<file path="src/rtl/pipe_ctrl_pkg.sv">
// Shared definitions for the pipeline hazard controller: stall vector
// layout, stall patterns, bubble/reset polarities and FSM state encoding.
package pipe_ctrl_pkg;

    localparam int STALL_W = 6;

    // stall bit order: [0] PC, [1] IF/ID, [2] ID/EX, [3] EX/MEM, [4] MEM/WB, [5] reserved
    localparam logic [STALL_W-1:0] STALL_NONE     = 6'b000000;
    localparam logic [STALL_W-1:0] STALL_LOAD_USE = 6'b000111;
    localparam logic [STALL_W-1:0] STALL_MC       = 6'b001111;

    localparam logic BBL_ENABLE  = 1'b1;
    localparam logic BBL_DISABLE = 1'b0;
    localparam logic RST_ENABLE  = 1'b0;

    typedef enum logic {
        PC_IDLE    = 1'b0,
        PC_MC_BUSY = 1'b1
    } pc_state_e;

endpackage

</file>
<file path="src/rtl/pipe_ctrl_hazard_detect.sv">
// Stateless load-use comparator: flags when the consuming stage reads a
// register that an in-flight load is about to write. Kept separate so a
// later MEM-stage load check can reuse it.
module hazard_detect (
    input  logic       ld_is_load_i,
    input  logic       ld_wreg_i,
    input  logic [4:0] ld_wd_i,
    input  logic       rd1_read_i,
    input  logic [4:0] rd1_addr_i,
    input  logic       rd2_read_i,
    input  logic [4:0] rd2_addr_i,
    output logic       lu_o
);

    logic ld_writes;
    logic rd_match;

    // r0 is hardwired zero, so a load targeting it never creates a hazard
    always_comb begin
        ld_writes = ld_is_load_i & ld_wreg_i & (ld_wd_i != 5'd0);
        rd_match  = (rd1_read_i & (rd1_addr_i == ld_wd_i))
                  | (rd2_read_i & (rd2_addr_i == ld_wd_i));
        lu_o      = ld_writes & rd_match;
    end

endmodule

</file>
<file path="src/rtl/pipe_ctrl.sv">
// Central pipeline hazard controller: per-stage stall vector, ID/EX bubble,
// IF/ID flush, multi-cycle EX sequencing and a saturating stall counter.
//
// state      | meaning
// -----------+-----------------------------------------------------------
// PC_IDLE    | no multi-cycle op in flight; load-use and branches handled
// PC_MC_BUSY | multi-cycle EX op running; counter holds remaining cycles
module pipe_ctrl
    import pipe_ctrl_pkg::*;
#(
    parameter int MC_CNT_W = 6,
    parameter int PERF_W   = 16
) (
    input  logic                clk,
    input  logic                rst,
    input  logic                id_reg1_read,
    input  logic [4:0]          id_reg1_addr,
    input  logic                id_reg2_read,
    input  logic [4:0]          id_reg2_addr,
    input  logic [4:0]          ex_wd,
    input  logic                ex_wreg,
    input  logic                ex_is_load,
    input  logic                ex_mc_req,
    input  logic [MC_CNT_W-1:0] ex_mc_cycles,
    input  logic                id_branch_flag,
    output logic [STALL_W-1:0]  stall,
    output logic                bbl,
    output logic                if_flush,
    output logic                ex_mc_done,
    output logic [PERF_W-1:0]   stall_cnt
);

    pc_state_e             state_q, state_d;
    logic [MC_CNT_W-1:0]   counter_q, counter_d;
    logic [PERF_W-1:0]     stall_cnt_q, stall_cnt_d;
    logic                  lu;

    hazard_detect u_hazard_detect (
        .ld_is_load_i (ex_is_load),
        .ld_wreg_i    (ex_wreg),
        .ld_wd_i      (ex_wd),
        .rd1_read_i   (id_reg1_read),
        .rd1_addr_i   (id_reg1_addr),
        .rd2_read_i   (id_reg2_read),
        .rd2_addr_i   (id_reg2_addr),
        .lu_o         (lu)
    );

    // Outputs and next state: multi-cycle work outranks load-use, which
    // outranks branch flush; everything is quiet while reset is held.
    always_comb begin
        stall      = STALL_NONE;
        bbl        = BBL_DISABLE;
        if_flush   = 1'b0;
        ex_mc_done = 1'b0;
        state_d    = state_q;
        counter_d  = counter_q;
        if (rst != RST_ENABLE) begin
            case (state_q)
                PC_IDLE: begin
                    if (ex_mc_req) begin
                        stall = STALL_MC;
                        // a zero-length request still occupies EX for one cycle
                        if (ex_mc_cycles <= MC_CNT_W'(1)) begin
                            ex_mc_done = 1'b1;
                        end else begin
                            counter_d = ex_mc_cycles - MC_CNT_W'(1);
                            state_d   = PC_MC_BUSY;
                        end
                    end else if (lu) begin
                        stall = STALL_LOAD_USE;
                        bbl   = BBL_ENABLE;
                    end
                end
                PC_MC_BUSY: begin
                    stall = STALL_MC;
                    if (counter_q == MC_CNT_W'(1)) begin
                        ex_mc_done = 1'b1;
                        counter_d  = '0;
                        state_d    = PC_IDLE;
                    end else begin
                        counter_d = counter_q - MC_CNT_W'(1);
                    end
                end
                default: begin
                    state_d   = PC_IDLE;
                    counter_d = '0;
                end
            endcase
            // a held branch is re-presented and flushed on the release cycle
            if_flush = id_branch_flag & ~stall[1];
        end
    end

    // Stall-cycle performance counter saturates rather than wrapping.
    always_comb begin
        stall_cnt_d = stall_cnt_q;
        if (stall[0] && (stall_cnt_q != {PERF_W{1'b1}})) begin
            stall_cnt_d = stall_cnt_q + PERF_W'(1);
        end
    end

    // State registers with synchronous active-low reset.
    always_ff @(posedge clk) begin
        if (rst == RST_ENABLE) begin
            state_q     <= PC_IDLE;
            counter_q   <= '0;
            stall_cnt_q <= '0;
        end else begin
            state_q     <= state_d;
            counter_q   <= counter_d;
            stall_cnt_q <= stall_cnt_d;
        end
    end

    assign stall_cnt = stall_cnt_q;

endmodule

</file>
<file path="config.mk">
export PLATFORM = sky130hd
export DESIGN_NAME = pipe_ctrl
export DESIGN_NICKNAME = d
export VERILOG_FILES = /design/src/rtl/pipe_ctrl_pkg.sv /design/src/rtl/pipe_ctrl_hazard_detect.sv /design/src/rtl/pipe_ctrl.sv
export SDC_FILE = /design/constraint.sdc
export NUM_CORES = 1
export LEC_CHECK = 0
export ABC_AREA = 1
export BUFFER_PORTS_ARGS = -buffer_cell sky130_fd_sc_hd__buf_2
export CORE_AREA = 2 2 61 63
export CTS_BUF_LIST = sky130_fd_sc_hd__clkbuf_8
export CTS_CLUSTER_DIAMETER = 150
export DETAILED_ROUTE_END_ITERATION = 8
export DIE_AREA = 0 0 63 65
export PLACE_DENSITY = 0.88
export SYNTH_ARGS = -nofsm -noshare
export SYNTH_HDL_FRONTEND = slang
export SYNTH_SLANG_ARGS = --single-unit
export TNS_END_PERCENT = 5
</file>
<file path="constraint.sdc">
create_clock -name clk -period 1.95 [get_ports clk]
set_clock_uncertainty 0.05 [all_clocks]
set_input_delay 0.195 -clock clk [delete_from_list [all_inputs] [get_ports clk]]
set_output_delay 0.195 -clock clk [all_outputs]
set_load 0.005 [all_outputs]
</file>
==> reports/results.txt <==
vias in the first global route = 1752
Setup TNS Final = 0 ns
overall global routing resource usage = 0.221
total grt overflow = 0
Top Ports = 54
Starting Density = 0.506
Max-Cap Viols = 0
starting DRC count in detailed routing = 188
synthesis-to-layout area growth = 22.0%
flops & latches, synth = 23
WL/cell = 11.3 um
final-report max-slew violation count = 0
Cells after Synth = 282
H-tree depth = 1
syn avg cell area = 6.28 um^2
Max stage delay on crit path = 0.34 ns
reg-to-reg slack, setup = 0.14 ns
DIE HEIGHT = 65 um
row cnt = 22
final worst-path cycle share = 0.926
Sw Ratio = 0.310
vias = 1984
root buffer cell = clkbuf_8
FMAX = 0.554 GHz
Die Wd = 63 um
initial antenna violation count = 0
Post-synth EDFFs = 0
Clock power frac = 0.286
crit-path max FO = 8
worst vdd ir = 519 uV
Worst setup EP type = register
CTS sink cnt = 23
Nets = 374
Vias/cell = 5.13
Hold Crit Class = input pin to register
Logic pwr share = 0.239
largest net degree at the start of global routing = 22
sequential area share after synthesis = 0.260
status = complete, no violations
Data required, critical path = 2.06 ns
Synth Cell Area = 1770 um^2
ys async rst share = 0
top-count cell post-synth = nand2_1
Fillers = 314
share of layout cells above drive strength 1 = 0.230
DIE AREA = 4100 um^2
startpoint types = register
endpoints failing hold = 0
drt pass-1 iters = 4
critical path class = register to register
Yosys cell types = 31
most instantiated cells after synthesis = nand2_1 (68), inv_1 (35), nand3_1 (31)
synth warn = 0
Net Sw Power = 330 uW
final WL = 4360 um
fin crit period = 1.81 ns
Core ar. = 3500 um^2
Power Internal = 734 uW
clock insertion delay at the later pin of the skew report = 0.27 ns
clk slew on worst S/H paths = 0.09 ns
Worst EP arrival = 1.92 ns
GPL Wtd Cong = 0.925
post-route DRC violation count = 0
Antenna Cells = 0
# setup viols final = 0
Top FF cell, synth = dfxtp_1
hold buffers post-CTS = 0
ranking of synthesized cells by area = dfxtp_1 (26%), nand2_1 (14%), nand3_1 (8.8%)
post-synth top area share = 0.260
Synth area leader = dfxtp_1
CP delay by family, top = simple AND/OR/NAND/NOR gates
hold_ws = 0.182 ns
first-pass GRT wire length = 7430 um
RSZ-0062 raised after global routing = false
Final ANT Viol Nets = 0
half-perimeter wire length after placement = 3370 um
CP max stage cell = dfxtp_1
PD cells = 493 nW/um^2
Max Root-Sink Buffers = 2
TritonCTS clock tree = done
CP cell instances = ha_1 -> nand3_2 -> nor3_4 -> nand2_2 -> nor2_4 -> nand4_4 -> buf_4 -> nand3_1 -> a21oi_1
PortBufs = 51
leakage power = 1.10 nW
Buf/Inv on CP = 1
CTS buffer count = 3
Final Core Density = 0.618
sequential share of power = 0.475
## area by class of cell
cell class | instances | area (um^2) | share of cell area
Clock buffer | 3 | 41.3 | 0.0191
Clock inverter | 1 | 5.00 | 0.00232
Inverter | 41 | 154 | 0.0713
Multi-Input combinational cell | 210 | 1110 | 0.513
Sequential cell | 23 | 460 | 0.213
Tap cell | 48 | 60.1 | 0.0278
Timing Repair Buffer | 61 | 330 | 0.153
## worst paths after layout
kind                               from  cells past startpoint                         end
max           stall_cnt[0]$_SDFFE_PN0P_                      9   stall_cnt[7]$_SDFFE_PN0P_
min                                 rst                      3   stall_cnt[0]$_SDFFE_PN0P_
max reg2reg   stall_cnt[0]$_SDFFE_PN0P_                      9   stall_cnt[7]$_SDFFE_PN0P_
min reg2reg  stall_cnt[13]$_SDFFE_PN0P_                      2  stall_cnt[13]$_SDFFE_PN0P_
## worst register-to-register path: stages, from the launching register on
cell and delay [ns]:
dfxtp_1 0.34, ha_1 0.22, nand3_2 0.14, nor3_4 0.19, nand2_2 0.09, nor2_4 0.10, nand4_4 0.17, buf_4 0.23
nand3_1 0.09, a21oi_1 0.08
## placed cells by master (no fill, tap or decap)
master / instances
a211oi_1: 1
a21oi_1: 23
a31oi_1: 1
buf_2: 51
buf_4: 10
clkbuf_8: 3
clkinv_2: 1
conb_1: 2
dfxtp_1: 23
ha_1: 5
inv_1: 35
inv_2: 6
nand2_1: 68
nand2_2: 2
nand2_8: 1
nand3_1: 31
nand3_2: 1
nand4_1: 3
nand4_4: 1
nor2_1: 29
nor2_4: 1
nor3_1: 4
nor3_4: 1
nor4_1: 1
o2111ai_1: 1
o21a_1: 2
o21ai_0: 12
o21bai_1: 2
o22ai_1: 1
xnor2_1: 8
xor2_1: 9
## stage by stage
step	instances	setup WS (ns)	total power [mW]	instance area, um^2
finish	387	0.144	1.06	2160
global route	387	0.00948	1.13	2160
CTS	384	0.117	1.07	2130
detailed placement	380	0.130	0.766	2080
global placement	380	0.217	0.758	2080
floorplan	283	0.145	0.688	1770
## logic make-up after synthesis
family | share of synthesized area
buf+inv | 0.121
fa+ha+maj | 0.0353
flops | 0.260
other cells | 0.00212
compound gates | 0.132
simple gates | 0.365
xor+xnor | 0.0841
## power by group through the flow
stage                     combinational [mW]  sequential, mW  clock, mW
final                                  0.254           0.505      0.304
after global routing                   0.289           0.509      0.333
after CTS                              0.252           0.505      0.313
after detailed placement               0.250           0.516          0
after global placement                 0.243           0.515          0
after floorplan                        0.173           0.515          0
## what timing repair did
item	4_1_cts	5_1_grt
resized for setup	0	1
endpoints found under the setup margin	0	11
setup buffers	0	3
hold endpoints to repair	0	0
## sequential cells by signal, indices dropped and copies added, names as in the netlist
signal     count
counter_q      6
state_q        1
stall_cnt     16
## routing by layer
| metal | vias up | routed length, um | GRT usage | share of wire |
|---|---|---|---|---|
| li1 | 1018 | - | - | - |
| met1 | 889 | 1820 | 0.257 | 0.42 |
| met2 | 73 | 2220 | 0.426 | 0.51 |
| met3 | 4 | 289 | 0.0365 | 0.066 |
| met4 | 0 | 25 | 0.0389 | 0.0057 |
| met5 | - | 0 | 0 | 0 |
(Power assumes the default switching activity.)
